<file path="config.mk">
export PLATFORM = sky130hd
export DESIGN_NAME = mem_port_arbiter
export DESIGN_NICKNAME = d
export VERILOG_FILES = /design/src/rtl/mem_port_arbiter.sv
export SDC_FILE = /design/constraint.sdc
export NUM_CORES = 1
export LEC_CHECK = 0
export CORE_AREA = 2 2 105 107
export CTS_CLUSTER_DIAMETER = 150
export DETAILED_ROUTE_END_ITERATION = 6
export DIE_AREA = 0 0 107 109
export PLACE_DENSITY_LB_ADDON = 0.25
export SLEW_MARGIN = 0
export SYNTH_ARGS = -nofsm -noshare
export SYNTH_HDL_FRONTEND = slang
export SYNTH_SLANG_ARGS = --single-unit
</file>
<file path="constraint.sdc">
create_clock -name clk -period 1.1 [get_ports clk]
set_input_delay 0.165 -clock clk [delete_from_list [all_inputs] [get_ports clk]]
set_output_delay 0.165 -clock clk [all_outputs]
set_load 0.01 [all_outputs]
</file>
<file path="src/rtl/mem_port_arbiter.sv">
// Arbitrates one synchronous single-port RAM between instruction fetch and data access.
// Optional fetch starvation guard is compiled in when MEM_PORT_ARB_STARVE_GUARD_EN is defined.
module mem_port_arbiter #(
   parameter int STARVE_LIMIT = 4
) (
   input  logic        clk,
   input  logic        reset,
   input  logic        if_req,
   input  logic [31:0] if_addr,
   output logic        if_gnt,
   output logic        if_rvalid,
   output logic [31:0] if_rdata,
   input  logic        d_req,
   input  logic        d_we,
   input  logic [31:0] d_addr,
   input  logic [31:0] d_wdata,
   output logic        d_gnt,
   output logic        d_rvalid,
   output logic [31:0] d_rdata,
   output logic        d_err,
   output logic [29:0] ram_addr,
   output logic        ram_we,
   output logic [31:0] ram_wdata,
   input  logic [31:0] ram_q,
   output logic [1:0]  dbg_owner_o
);

   // Handshake: a requester holds req/addr stable until it sees gnt in the same cycle;
   // read data returns one cycle after the grant, writes complete in the grant cycle.
   typedef enum logic [1:0] {
      OWN_NONE  = 2'd0,
      OWN_IF    = 2'd1,
      OWN_D_RD  = 2'd2,
      OWN_D_ERR = 2'd3
   } owner_e;

   owner_e owner_q, owner_d;
   logic   if_win;
   logic   d_win;
   logic   d_misaligned;
   logic   force_if;

   assign d_misaligned = (d_addr[1:0] != 2'b00);

`ifdef MEM_PORT_ARB_STARVE_GUARD_EN
   localparam logic [3:0] LIMIT = 4'(STARVE_LIMIT);

   logic [3:0] starve_q, starve_d;

   assign force_if = (starve_q == LIMIT);

   // Counts consecutive denied fetch cycles; any fetch grant or idle fetch clears it.
   always_comb begin
      starve_d = 4'd0;
      if (if_req && !if_win) begin
         starve_d = (starve_q == LIMIT) ? LIMIT : starve_q + 4'd1;
      end
   end

   always_ff @(posedge clk or posedge reset) begin
      if (reset) begin
         starve_q <= 4'd0;
      end else begin
         starve_q <= starve_d;
      end
   end

   logic unused_ok;
   assign unused_ok = ^if_addr[1:0];
`else
   assign force_if = 1'b0;

   logic unused_ok;
   assign unused_ok = ^{if_addr[1:0], 4'(STARVE_LIMIT)};
`endif

   assign if_win = !reset && if_req && (!d_req || force_if);
   assign d_win  = !reset && d_req && !(if_req && force_if);

   assign if_gnt = if_win;
   assign d_gnt  = d_win;

   always_comb begin
      ram_addr  = 30'd0;
      ram_we    = 1'b0;
      ram_wdata = 32'd0;
      if (if_win) begin
         ram_addr = if_addr[31:2];
      end else if (d_win) begin
         ram_addr  = d_addr[31:2];
         ram_we    = d_we && !d_misaligned;
         ram_wdata = d_wdata;
      end
   end

   // Owner records who the next cycle's ram_q belongs to; aligned writes expect no response.
   always_comb begin
      owner_d = OWN_NONE;
      if (if_win) begin
         owner_d = OWN_IF;
      end else if (d_win) begin
         if (d_misaligned) begin
            owner_d = OWN_D_ERR;
         end else if (!d_we) begin
            owner_d = OWN_D_RD;
         end
      end
   end

   always_ff @(posedge clk or posedge reset) begin
      if (reset) begin
         owner_q <= OWN_NONE;
      end else begin
         owner_q <= owner_d;
      end
   end

   assign if_rvalid   = (owner_q == OWN_IF);
   assign d_rvalid    = (owner_q == OWN_D_RD) || (owner_q == OWN_D_ERR);
   assign d_err       = (owner_q == OWN_D_ERR);
   assign if_rdata    = if_rvalid ? ram_q : 32'd0;
   assign d_rdata     = (owner_q == OWN_D_RD) ? ram_q : 32'd0;
   assign dbg_owner_o = owner_q;

endmodule

</file>
==> impl_metrics.csv <==
group,metric,value,unit
placement,dp_cells,559,
global_routing,grt_pass1_wl,14200,microns
sta,finalCriticalPeriod,1.54,ns
placement,hpwl,6620,microns
job,cap_violations,0,
layout,n_antenna_cell,0,
clocking,cts_sinks,2,
status,violations,"negative setup slack",
routing,dr.pass1.iters,4,
clocking,cts-root-buf,"clkbuf_8",
clocking,ctsHoldBuffers,0,
pwr,p_switching,0.679,mW
layout,area_growth,331,%
critical_path,slowest_delay,0.40,ns
die,die_h,109,microns
pwr,switching_share,0.300,
yosys,ys_warn_count,0,
routing,drt-wirelength-per-cell,16.9,microns
routing,wirelength,10200,microns
placement,dp_slack,-0.922,ns
critical_path,cp_slowest_cell,"dfrtp_1",
sta,min_period_over_period,1.40,
pwr,total_power,2.27,mW
sta,fin_tns_setup,-31.90,ns
pwr,intPower,1.59,mW
layout,largest_reg_flops,2,
yosys,ys_types,14,
layout,fin_nets,600,
pwr,ir_worst_vdd,0.202,mV
sta,rsz0062_at_grt,"yes",
critical_path,path_buf_inv,4,
yosys,synthXorXnorAreaFrac,0,
die,ios,267,
yosys,synth-compound-area-share,0.273,
layout,stdcell_area,4970,sq um
sta,fmax,650,MHz
routing,vias,2514,
clocking,cts_tree,"done",
pwr,power.leakage,2.33,nW
sta,hold_viol,0,
global_routing,grt_pass1_vias,2537,
yosys,synth_fp_nets,293,
critical_path,worstPathArrival,1.37,ns
status,status,"complete, but fails checks",
placement,globalplace.congestion,0.734,
critical_path,cp_cell_sequence,"buf_6 > nor2b_4 > buf_6 > clkbuf_16 > and2_4 > buf_6",
critical_path,criticalPathCategory,"flip-flop to primary output",
global_routing,track_usage,0.157,
clocking,cts_buffers,3,
clocking,clk_path_buf_depth,2,
critical_path,crit_required,0.94,ns
pwr,seqPwrFrac,0.037,
die,die_w,107,microns
yosys,syn-cell-area,1150,sq um
routing,drt_iter0_drc,79,
global_routing,antenna_found_initial,0,
yosys,synth_fa_ha_area_frac,0,
clocking,clk_pin_slew,0.03,ns
critical_path,cp_top_family,"buffers and inverters",
yosys,synth_top_family_by_area,"simple AND/OR/NAND/NOR gates",
yosys,avgSynthCellArea,7.22,sq um
yosys,post_synth_and_or_nand_nor_area_fraction,0.566,
placement,place_area,4020,sq um
layout,final_cell_count_no_fill,605,
yosys,netlist_instances,160,
global_routing,overflow,0,
pwr,powerDensity,456,nW/um^2
sta,slew_violations,0,
yosys,ys_seq_area_frac,0.0433,
die,coreArea,10600,sq um
critical_path,path_common_cell,"buf_6",
die,rows,38,
pwr,comb_power_share,0.836,
critical_path,critPathCaptureType,"primary output",
yosys,synth.area.mux_share,0,
routing,ant_nets,0,
critical_path,crit_path_start_kind,"flip-flop",
layout,drive_gt1_frac,0.639,
die,die-area,11700,sq um
sta,slew_headroom,0.868,
sta,worst_pin_slew,0.197,ns
clocking,htree_levels,1,
die,start_util,0.109,
routing,viasPerCell,4.16,
sta,setup_ws,-0.439,ns
hold_path,hold_class,"input port to asynchronous set/reset pin",
critical_path,cp_max_fo,4,
routing,post-route-drc-count,0,
sta,setup_viol,130,
pwr,clockPowerShare,0.127,
global_routing,grt_max_degree,17,
placement,io_buffers,264,
yosys,synth-seq-cells,2,
[power by group through the flow]
| stage | sequential (mW) | combinational, mW | clock, mW |
|---|---|---|---|
| 6_report | 0.0830 | 1.90 | 0.289 |
| 5_1_grt | 0.0849 | 2.00 | 0.307 |
| 4_1_cts | 0.0831 | 1.77 | 0.297 |
| 3_5_place_dp | 0.0843 | 1.42 | 0 |
| 3_3_place_gp | 0.0840 | 1.42 | 0 |
| 2_1_floorplan | 0.0856 | 0.421 | 0 |
[worst max path at each step]
stage,from,to,slack (ns),cells past startpoint
5_1_grt,dbg_owner_o[0],d_rdata[6],-0.50,4
4_1_cts,dbg_owner_o[0],d_rdata[15],-0.50,4
6_report,dbg_owner_o[1],if_rdata[12],-0.44,6
3_5_place_dp,d_req,ram_wdata[2],-0.92,5
3_3_place_gp,d_req,ram_wdata[2],-0.87,5
2_1_floorplan,dbg_owner_o[0],d_rdata[10],-0.03,3
[cell families after synthesis]
family | after synthesis
simple gates | 105
compound gates | 32
buf+inv | 21
flops | 2
[Yosys cell counts, drive strengths merged]
cell,n,share of area
dfrtp,2,0.043
a211oi,1,0.0065
and2b,1,0.0065
nor2,3,0.0098
a32o,30,0.26
nor2b,2,0.013
and3,1,0.0054
buf,16,0.10
inv,1,0.0032
and2,98,0.53
clkbuf,4,0.013
a21boi,1,0.0065
[final cells by class]
| class | count | area, sq um |
|---|---|---|
| tap | 140 | 175 |
| fill | 1019 | 5630 |
| timing repair buffer | 322 | 3470 |
| multi-input combinational | 137 | 1230 |
| sequential | 2 | 50.0 |
| inverter | 1 | 3.75 |
| clock buffer | 3 | 41.3 |
[cells in the final DEF, fill, tap and decap left out, drive strengths merged]
master         count
buf              190
clkdlybuf4s50    125
and2              98
a32o              30
clkbuf             7
nor2               3
nor2b              2
dfrtp              2
dlygate4sd2        2
a211oi             1
and2b              1
a21boi             1
and3               1
inv                1
bufbuf             1
[per-layer routing]
| layer | global-route usage | vias up | routed length [microns] |
|---|---|---|---|
| met3 | 0.0347 | 6 | 908 |
| met2 | 0.321 | 165 | 5750 |
| met5 | 0 | - | 0 |
| met4 | 0.0315 | 0 | 81 |
| li1 | - | 1177 | - |
| met1 | 0.161 | 1166 | 3470 |
[through the flow]
stage,hold WS [ns],utilization
2_1_floorplan,-0.0938,-
3_3_place_gp,0.589,0.379
3_5_place_dp,0.620,0.379
4_1_cts,0.0578,0.435
5_1_grt,0.0632,0.469
6_report,0.0582,0.469
[what timing repair did]
item,4_1_cts,5_1_grt
endpoints found under the setup margin,136,131
gates resized for setup,664,141
cloned,17,3
buffers inserted,35,5
pin swaps,54,72
Note: power is estimated with default switching activity, not from simulation.
